==> src/rtl/hyper_pkg.sv <==
// Shared types and helpers for the HyperBus transaction sequencer:
// FSM state encoding, command/address word layout and burst length clamping.
package hyper_pkg;

  typedef enum logic [2:0] {
    ST_IDLE,
    ST_CA,
    ST_LAT,
    ST_DATA,
    ST_DONE
  } hyper_state_e;

  localparam int unsigned CA_W         = 48;
  localparam int unsigned CA_RW_BIT    = 47;
  localparam int unsigned CA_AS_BIT    = 46;
  localparam int unsigned CA_BURST_BIT = 45;
  localparam int unsigned CA_ROW_HI    = 44;
  localparam int unsigned CA_ROW_LO    = 16;
  localparam int unsigned CA_COL_HI    = 2;

  function automatic logic [CA_W-1:0] build_ca(input logic        rw,
                                               input logic        space,
                                               input logic [31:0] addr);
    logic [CA_W-1:0] ca;
    ca                          = '0;
    ca[CA_RW_BIT]               = rw;
    ca[CA_AS_BIT]               = space;
    ca[CA_BURST_BIT]            = 1'b1;
    ca[CA_ROW_HI:CA_ROW_LO]     = addr[31:3];
    ca[CA_COL_HI:0]             = addr[2:0];
    return ca;
  endfunction

  // Zero-length requests move one word; register writes are always single-word.
  function automatic int unsigned clamp_len(input int unsigned len,
                                            input int unsigned burst_max,
                                            input logic        single);
    if (single || len == 0) return 1;
    if (len > burst_max)    return burst_max;
    return len;
  endfunction

endpackage

==> src/rtl/hyper_xfer_stm.sv <==
// Unified HyperRAM transaction sequencer: command/address phase, fixed or
// RWDS-doubled initial latency, then a write or read data burst.
module hyper_xfer_stm
  import hyper_pkg::*;
#(
  parameter int unsigned DATA_W     = 16,
  parameter int unsigned BURST_MAX  = 16,
  parameter int unsigned LAT_CYCLES = 6,
  parameter int unsigned RD_SKEW    = 2,
  parameter int unsigned LEN_W      = $clog2(BURST_MAX + 1)
) (
  input  logic              clk,
  input  logic              rst,
  input  logic              cmd_valid,
  output logic              cmd_ready,
  input  logic              cmd_rw,
  input  logic              cmd_as,
  input  logic [31:0]       cmd_addr,
  input  logic [LEN_W-1:0]  cmd_len,
  input  logic [DATA_W-1:0] wr_data,
  input  logic              wr_valid,
  output logic              wr_ready,
  output logic [DATA_W-1:0] rd_data,
  output logic              rd_valid,
  output logic              done,
  output logic              csn,
  output logic              oe,
  output logic              oe_clk,
  output logic [DATA_W-1:0] datain,
  input  logic [DATA_W-1:0] dataout,
  input  logic              rwds_in,
  output logic              rwds_out,
  output logic              rwds_oe
);

  localparam int unsigned LAT_SPAN = 2 * LAT_CYCLES + RD_SKEW;
  localparam int unsigned CNT_TOP0 = (LAT_SPAN > BURST_MAX) ? LAT_SPAN : BURST_MAX;
  localparam int unsigned CNT_TOP  = (CNT_TOP0 > 3) ? CNT_TOP0 : 3;
  localparam int unsigned CNT_W    = $clog2(CNT_TOP + 1);

  hyper_state_e      state;
  logic [CNT_W-1:0]  cnt;
  logic [CNT_W-1:0]  len_last_q;
  logic [CNT_W-1:0]  lat_last;
  logic [31:0]       ca_lo_q;
  logic [CA_W-1:0]   ca_in;
  logic              rw_q;
  logic              reg_wr_q;
  logic              lat_dbl_q;
  logic [DATA_W-1:0] datain_q;

  always_comb begin
    ca_in = build_ca(cmd_rw, cmd_as, cmd_addr);
  end

  always_comb begin
    lat_last = (lat_dbl_q ? CNT_W'(2 * LAT_CYCLES) : CNT_W'(LAT_CYCLES))
             + (rw_q ? CNT_W'(RD_SKEW) : '0) - CNT_W'(1);
  end

  // Write words pass straight through in the cycle they are offered so that
  // wr_valid/wr_data line up with wr_ready; all other datain values are registered.
  assign datain   = wr_ready ? (wr_valid ? wr_data : '0) : datain_q;
  assign rwds_out = wr_ready & ~wr_valid;

  always_ff @(posedge clk) begin
    if (rst) begin
      state      <= ST_IDLE;
      cnt        <= '0;
      len_last_q <= '0;
      ca_lo_q    <= '0;
      rw_q       <= 1'b0;
      reg_wr_q   <= 1'b0;
      lat_dbl_q  <= 1'b0;
      datain_q   <= '0;
      cmd_ready  <= 1'b0;
      wr_ready   <= 1'b0;
      rd_data    <= '0;
      rd_valid   <= 1'b0;
      done       <= 1'b0;
      csn        <= 1'b1;
      oe         <= 1'b0;
      oe_clk     <= 1'b0;
      rwds_oe    <= 1'b0;
    end else begin
      rd_valid <= 1'b0;
      done     <= 1'b0;
      unique case (state)
        ST_IDLE: begin
          cmd_ready <= 1'b1;
          if (cmd_valid && cmd_ready) begin
            rw_q       <= cmd_rw;
            reg_wr_q   <= cmd_as & ~cmd_rw;
            ca_lo_q    <= ca_in[31:0];
            len_last_q <= CNT_W'(clamp_len(32'(cmd_len), BURST_MAX, cmd_as & ~cmd_rw) - 1);
            cmd_ready  <= 1'b0;
            csn        <= 1'b0;
            oe         <= 1'b1;
            oe_clk     <= 1'b1;
            datain_q   <= DATA_W'(ca_in[47:32]);
            cnt        <= '0;
            state      <= ST_CA;
          end
        end

        ST_CA: begin
          cnt <= cnt + CNT_W'(1);
          if (cnt == '0) begin
            lat_dbl_q <= rwds_in;
          end
          if (cnt == CNT_W'(2)) begin
            cnt      <= '0;
            datain_q <= '0;
            if (reg_wr_q) begin
              state    <= ST_DATA;
              wr_ready <= 1'b1;
              rwds_oe  <= 1'b1;
            end else begin
              state <= ST_LAT;
              oe    <= 1'b0;
            end
          end else if (cnt == '0) begin
            datain_q <= DATA_W'(ca_lo_q[31:16]);
          end else begin
            datain_q <= DATA_W'(ca_lo_q[15:0]);
          end
        end

        ST_LAT: begin
          cnt <= cnt + CNT_W'(1);
          if (cnt == lat_last) begin
            cnt   <= '0;
            state <= ST_DATA;
            if (!rw_q) begin
              oe       <= 1'b1;
              wr_ready <= 1'b1;
              rwds_oe  <= 1'b1;
            end
          end
        end

        ST_DATA: begin
          cnt <= cnt + CNT_W'(1);
          if (rw_q) begin
            rd_data  <= dataout;
            rd_valid <= 1'b1;
          end
          if (cnt == len_last_q) begin
            cnt      <= '0;
            state    <= ST_DONE;
            csn      <= 1'b1;
            oe       <= 1'b0;
            oe_clk   <= 1'b0;
            rwds_oe  <= 1'b0;
            wr_ready <= 1'b0;
            done     <= 1'b1;
          end
        end

        ST_DONE: begin
          state     <= ST_IDLE;
          cmd_ready <= 1'b1;
        end

        default: state <= ST_IDLE;
      endcase
    end
  end

endmodule

==> config.mk <==
export PLATFORM = sky130hd
export DESIGN_NAME = hyper_xfer_stm
export DESIGN_NICKNAME = d
export VERILOG_FILES = /design/src/rtl/hyper_pkg.sv /design/src/rtl/hyper_xfer_stm.sv
export SDC_FILE = /design/constraint.sdc
export NUM_CORES = 1
export LEC_CHECK = 0
export BUFFER_PORTS_ARGS = -buffer_cell sky130_fd_sc_hd__buf_2
export CORE_ASPECT_RATIO = 0.5
export CORE_MARGIN = 2
export CORE_UTILIZATION = 40
export CTS_CLUSTER_DIAMETER = 80
export DETAILED_ROUTE_END_ITERATION = 12
export GPL_TIMING_DRIVEN = 0
export MAX_ROUTING_LAYER = met4
export PLACE_DENSITY = 0.77
export SKIP_CTS_REPAIR_TIMING = 1
export SYNTH_ARGS = -nofsm -noshare
export SYNTH_HDL_FRONTEND = slang
export SYNTH_SLANG_ARGS = --single-unit
==> constraint.sdc <==
create_clock -name clk -period 2.1 [get_ports clk]
set_clock_uncertainty 0.2 [all_clocks]
set_input_delay 0.315 -clock clk [delete_from_list [all_inputs] [get_ports clk]]
set_output_delay 0.315 -clock clk [all_outputs]
set_load 0.005 [all_outputs]
======== Word level (Yosys, flattened, before mapping) ========
Cells that the tools add are included.
W data, S select, Z words.
storage, ports and cells
  latch bits .............................. 0
  bits in writable memories ............... 0
  ROM bits ................................ 0
  input port bits ......................... 76
  memories ................................ 0
  bits in registers ....................... 74
cells by class
  add/subtract/negate cells ............... 4
  shifts and indexed selects .............. 0
  order comparisons ....................... 1
  div/mod/pow operators ................... 0
  multiply operators ...................... 0
  reductions and logical operators ........ 20
  bitwise logic cells ..................... 5
  equal/unequal tests ..................... 14
  multiplexer cells ....................... 53
operators with widths
  kind                   count
  $mux W16               5
  $mux W5                10
  $pmux W16 S2           1
  $mux W1                24
  $pmux W5 S4            1
  $ne A2 B2 Y1 const B   7
  $mux W3                4
  $pmux W3 S4            1
  $eq A5 B5 Y1           2
  $logic_not A5 Y1       2
  $reduce_and A2 Y1      5
  $sub A5 B1 Y5 const B  2
  $reduce_and A7 Y1      1
  $eq A3 B2 Y1 const B   2
  $pmux W1 S2            3
  $reduce_and A6 Y1      1
  $reduce_bool A2 Y1     3
  $add A4 B2 Y5          1
  $add A5 B1 Y5 const B  1
  $eq A5 B2 Y1 const B   1
  $gt A5 B5 Y1 const B   1
  $mux W4                1
  $pmux W1 S4            1
  $reduce_and A4 Y1      1
  13 further kinds       16

======== Logic depth before layout (Yosys ltp) ========
  depth in word-level cells ............... 17
  depth in mapped cells ................... 8

======== Worst setup path after synthesis ========
Ideal clock, no wire load.
  path kind ............................... reg2reg
  from .................................... register rw_q
  to ...................................... register oe
  stages on the path, launching flop included .. 7
  buffers on the path ..................... 0
  clock period less this slack ............ 2147 ps
  data arrival time ....................... 1876 ps
  data required time ...................... 1830 ps
  setup time .............................. 70 ps
  setup slack ............................. -47 ps
  cell sequence ........................... dfxtp_1 -> inv_1 -> ha_1 -> xnor2_1 -> o41a_1 -> or4_1 -> a21oi_1
on the way
  word-level cells in the longest chain between the ends .. 6
  elaborated cells on any way between the ends .. 7
ends and longest elaborated chain
  item                             RTL line               text
  start, declared                  hyper_xfer_stm.sv:47   logic rw_q;
  start signal, assigned           hyper_xfer_stm.sv:92   rw_q <= cmd_rw;
  $mux W2                          hyper_xfer_stm.sv:58   + (rw_q ? CNT_W'(RD_SKEW) : '0) - CNT_W'(1);
  $add A4 B2 Y5                    hyper_xfer_stm.sv:58
  $sub A5 B1 Y5                    hyper_xfer_stm.sv:58
  $eq A5 B5 Y1                     hyper_xfer_stm.sv:131  if (cnt == lat_last) begin
  $ne A2 B2 Y1 (no line)           -
  $reduce_and A7 Y1 (no line) (*)  -
  end signal, assigned             hyper_xfer_stm.sv:82   oe <= 1'b0;
  end signal, assigned             hyper_xfer_stm.sv:135  oe <= 1'b1;
  end signal, assigned             hyper_xfer_stm.sv:152  oe <= 1'b0;
  end, declared                    hyper_xfer_stm.sv:27   output logic oe,
Every way passes the cells marked *; elsewhere a longest branch is shown, timed or not.
A chain may end at the register's enable or synchronous reset.

======== Final worst setup path ========
  from .................................... register cnt[3]
  to ...................................... register oe
on the way
  word-level cells in the longest chain between the ends .. 3
  elaborated cells on any way between the ends .. 7
ends and longest elaborated chain
  item                                  RTL line               text
  start, declared                       hyper_xfer_stm.sv:42   logic [CNT_W-1:0] cnt;
  start signal, assigned                hyper_xfer_stm.sv:107  cnt <= cnt + CNT_W'(1);
  start signal, assigned                hyper_xfer_stm.sv:130  cnt <= cnt + CNT_W'(1);
  start signal, assigned                hyper_xfer_stm.sv:143  cnt <= cnt + CNT_W'(1);
  $eq A5 B5 Y1 (tied with other cells)  hyper_xfer_stm.sv:148  if (cnt == len_last_q) begin
  $ne A2 B2 Y1 (no line)                -
  $reduce_and A7 Y1 (no line) (*)       -
  end signal, assigned                  hyper_xfer_stm.sv:120  oe <= 1'b0;
  end signal, assigned                  hyper_xfer_stm.sv:135
  end signal, assigned                  hyper_xfer_stm.sv:152
Marks and branches as above.

==> results.toml <==
[flow_run]
max_cap_viol_count = 0

[clock_tree]
cts_tree = "built"
clkSlewWorstSetupHoldPaths_ps = 50
clock_path_buffers = 2
total_cts_buffers = 9
htree_num_levels = 3
cts_root_buf = "sky130_fd_sc_hd__clkbuf_16"
clock_insertion_delay_worst_skew_ps = 340
cts.sink_count = 74

[die]
total_die_area_mm2 = 0.00942
boundaryPins = 117
chipWidth_um = 135
floorplan.initialDensity_pct = 42.2
dieHeight_um = 69.6
rows = 23
core_mm2 = 0.00817

[timing]
fmax_mhz = 473
fin_crit_sh_pct = 101
report.final.hold_viol_count = 0
unrepaired_setup_endpoints_after_global_routing = "true"
finalWorstPathRequiredPeriod_ps = 2110
max_slew_margin_pct = 59.5
tightest_slew_ps = 607
timing_max_transition_violations_final = 0
worst_slack_ps = -13.3
report.final.setup_viol = 1

[synth]
syn_nets = 536
synthArstFlopShare_pct = 0
synth_enable_flop_cells = 0
post_synth_instance_area_mm2 = 0.00345
synth.avg_cell_area_um2 = 7.58
yosys_register_bits = 74
ys_types = 52
ys.warnings.count = 0
synthCells = 455
synth_largest_type_area_fraction_pct = 43.0
synthFlopType = "sky130_fd_sc_hd__dfxtp_1"
netlist.top_cell.by_area = "sky130_fd_sc_hd__dfxtp_1"
ys_top_cells_by_area = "sky130_fd_sc_hd__dfxtp_1 (43%), sky130_fd_sc_hd__nand2_1 (13%), sky130_fd_sc_hd__a21oi_1 (7.3%), sky130_fd_sc_hd__o21ai_0 (5.2%), sky130_fd_sc_hd__nor2_1 (3.6%)"
seq_area_frac_synth_pct = 43.0

[hold_path]
holdPathStages = 3
hold_path_class = "primary input to register"

[setup_path]
cp_cell_sequence = "buf_2 > xor2_1 > nor3_2 > a31oi_4 > or4_1 > a21oi_1"
startpoint_type = "register"
crit_path_end_kind = "register"
max_stage_delay_ps = 490
timing_worst_setup_path_type = "register to register"
cp_arrival_ps = 2180
crit_path_top_delay_cell = "sky130_fd_sc_hd__or4_1"
path_max_fanout = 8
worst_ep_required_time_ps = 2160
worst-r2r-cell-count = 6

[place]
postPlaceCellArea_mm2 = 0.00417
place.port_buffers = 116
routabilityCongestion = 0.910
hpwl_mm = 6.86

[final_layout]
antenna_cells = 0
design_area_mm2 = 0.00468
layout.core_utilization_pct = 57.3
fin_nets = 671
share_of_final_layout_standard_cells_stronger_than_drive_strength_1_pct = 31.3
flow.area_growth_from_synthesis_pct = 35.8
final_common_cell = "sky130_fd_sc_hd__buf_2"
layout_common_cells = "sky130_fd_sc_hd__buf_2 (121), sky130_fd_sc_hd__nand2_1 (115), sky130_fd_sc_hd__dfxtp_1 (71), sky130_fd_sc_hd__a21oi_1 (48), sky130_fd_sc_hd__o21ai_0 (36)"

[run_status]
run_status = "finished with violations"
violated_checks = "negative setup slack"

[global_route]
grt_first_pass_wirelength_mm = 15.2
via_count_of_the_first_global_routing_pass = 3214
gr-total-overflow = 0
antenna_found_initial = 0
grt_max_degree = 13
grt_use_total_pct = 21.0

[drt]
totalWireLength_mm = 9.73
initial_drc_count = 236
post_drt_via_cell_ratio = 5.00
drt_pre_antenna_iters = 4
detailroute.via_count = 3529
wl_per_cell_um = 13.8
ant_nets = 0
drc = 0

[power]
p_per_area_mw_per_mm2 = 943
power.leakage_nw = 2.02
peak_supply_drop_mv = 0.434
## final cells by class
class	count	area, µm²
Fill cell	758	3490
Multi-Input combinational cell	328	1800
Sequential cell	74	1490
Timing Repair Buffer	127	663
Clock buffer	10	229
Buffer	30	171
Tap cell	112	140
Clock inverter	5	104
Inverter	20	77.6
## per-layer routing
| layer | part of all wire, % | global-route usage (%) | wire length (µm) | vias to the layer above |
|---|---|---|---|---|
| met5 | 0 | - | 0 | - |
| met4 | 1.4 | 6.37 | 138 | 0 |
| met3 | 6.6 | 5.92 | 645 | 16 |
| met2 | 45 | 32.7 | 4410 | 110 |
| met1 | 47 | 26.8 | 4540 | 1602 |
| li1 | - | - | - | 1801 |
## sequential cells by signal (all words and copies together) (netlist names)
signal / flops
ca_lo_q: 19
datain_q: 16
rd_data: 16
cnt: 5
len_last_q: 5
state: 3
cmd_ready: 1
csn: 1
done: 1
lat_dbl_q: 1
oe: 1
oe_clk: 1
rd_valid: 1
reg_wr_q: 1
rw_q: 1
rwds_oe: 1
## report_power, final
| group | switching [W] | internal [W] | total, W |
|---|---|---|---|
| Combinational | 0.000578 | 0.000457 | 0.00104 |
| Clock | 0.000587 | 0.00115 | 0.00174 |
| Sequential | 0.0000840 | 0.00155 | 0.00164 |
## worst max-delay path, delay by kind of cell, from the launching register on
family	cells	cell delay, ps
AOI/OAI and AO/OA	2	310
xor gates and xnor gates	1	160
buffers and inverters	1	180
DFF	1	290
and+or+nand+nor	2	890
## kinds of logic (layout without fill, tap and decap cells)
family / Yosys count / count (layout) / share of synthesized area [%]
compound gates: 124 / 124 / 21.1
xor+xnor: 9 / 9 / 2.50
fa+ha+maj: 5 / 5 / 1.81
buf+inv: 53 / 192 / 6.46
flops: 74 / 74 / 43.0
mux: 3 / 3 / 0.871
simple gates: 187 / 187 / 24.3
## synthesized netlist by cell type, types with 2 or more instances
| cell | number |
|---|---|
| sky130_fd_sc_hd__nor3_1 | 9 |
| sky130_fd_sc_hd__and3_1 | 2 |
| sky130_fd_sc_hd__o21ai_0 | 36 |
| sky130_fd_sc_hd__mux2i_1 | 3 |
| sky130_fd_sc_hd__nor2b_1 | 3 |
| sky130_fd_sc_hd__o31ai_1 | 2 |
| sky130_fd_sc_hd__buf_2 | 7 |
| sky130_fd_sc_hd__a31oi_1 | 4 |
| sky130_fd_sc_hd__and2_1 | 2 |
| sky130_fd_sc_hd__nand3b_1 | 2 |
| sky130_fd_sc_hd__clkbuf_1 | 22 |
| sky130_fd_sc_hd__ha_1 | 5 |
| sky130_fd_sc_hd__buf_4 | 2 |
| sky130_fd_sc_hd__nand2_1 | 116 |
| sky130_fd_sc_hd__a311oi_1 | 2 |
| sky130_fd_sc_hd__xnor2_1 | 2 |
| sky130_fd_sc_hd__a21o_1 | 2 |
| sky130_fd_sc_hd__a211oi_1 | 15 |
| sky130_fd_sc_hd__o21a_1 | 4 |
| sky130_fd_sc_hd__nand3_1 | 2 |
| sky130_fd_sc_hd__and3_2 | 3 |
| sky130_fd_sc_hd__dfxtp_1 | 74 |
| sky130_fd_sc_hd__inv_1 | 19 |
| sky130_fd_sc_hd__nor2_1 | 33 |
| sky130_fd_sc_hd__or4_1 | 3 |
| sky130_fd_sc_hd__a21oi_1 | 50 |
| sky130_fd_sc_hd__xor2_1 | 6 |
## path summary, 6_finish.rpt
path	startpoint	to	slack (ps)
max	cnt[3]	oe	-10
min	dataout[13]	rd_data[13]	10
max reg2reg	cnt[3]	oe	-10
min reg2reg	rd_data[2]	rd_data[2]	250
## per-stage QoR
stage / setup WS [ps] / power (W) / setup TNS [ps] / hold WS (ps) / instances
after global routing: -138 / 0.00465 / -503 / 12.6 / 706
after global placement: -221 / 0.00256 / -4200 / 239 / 683
after floorplan: 34.3 / 0.00226 / 0 / 236 / 455
final: -13.3 / 0.00441 / -13.3 / 13.9 / 706
after detailed placement: -242 / 0.00258 / -4790 / 244 / 683
after CTS: -613 / 0.00433 / -9640 / 5.10 / 698
No activity file was read; power rests on OpenSTA's default activity.
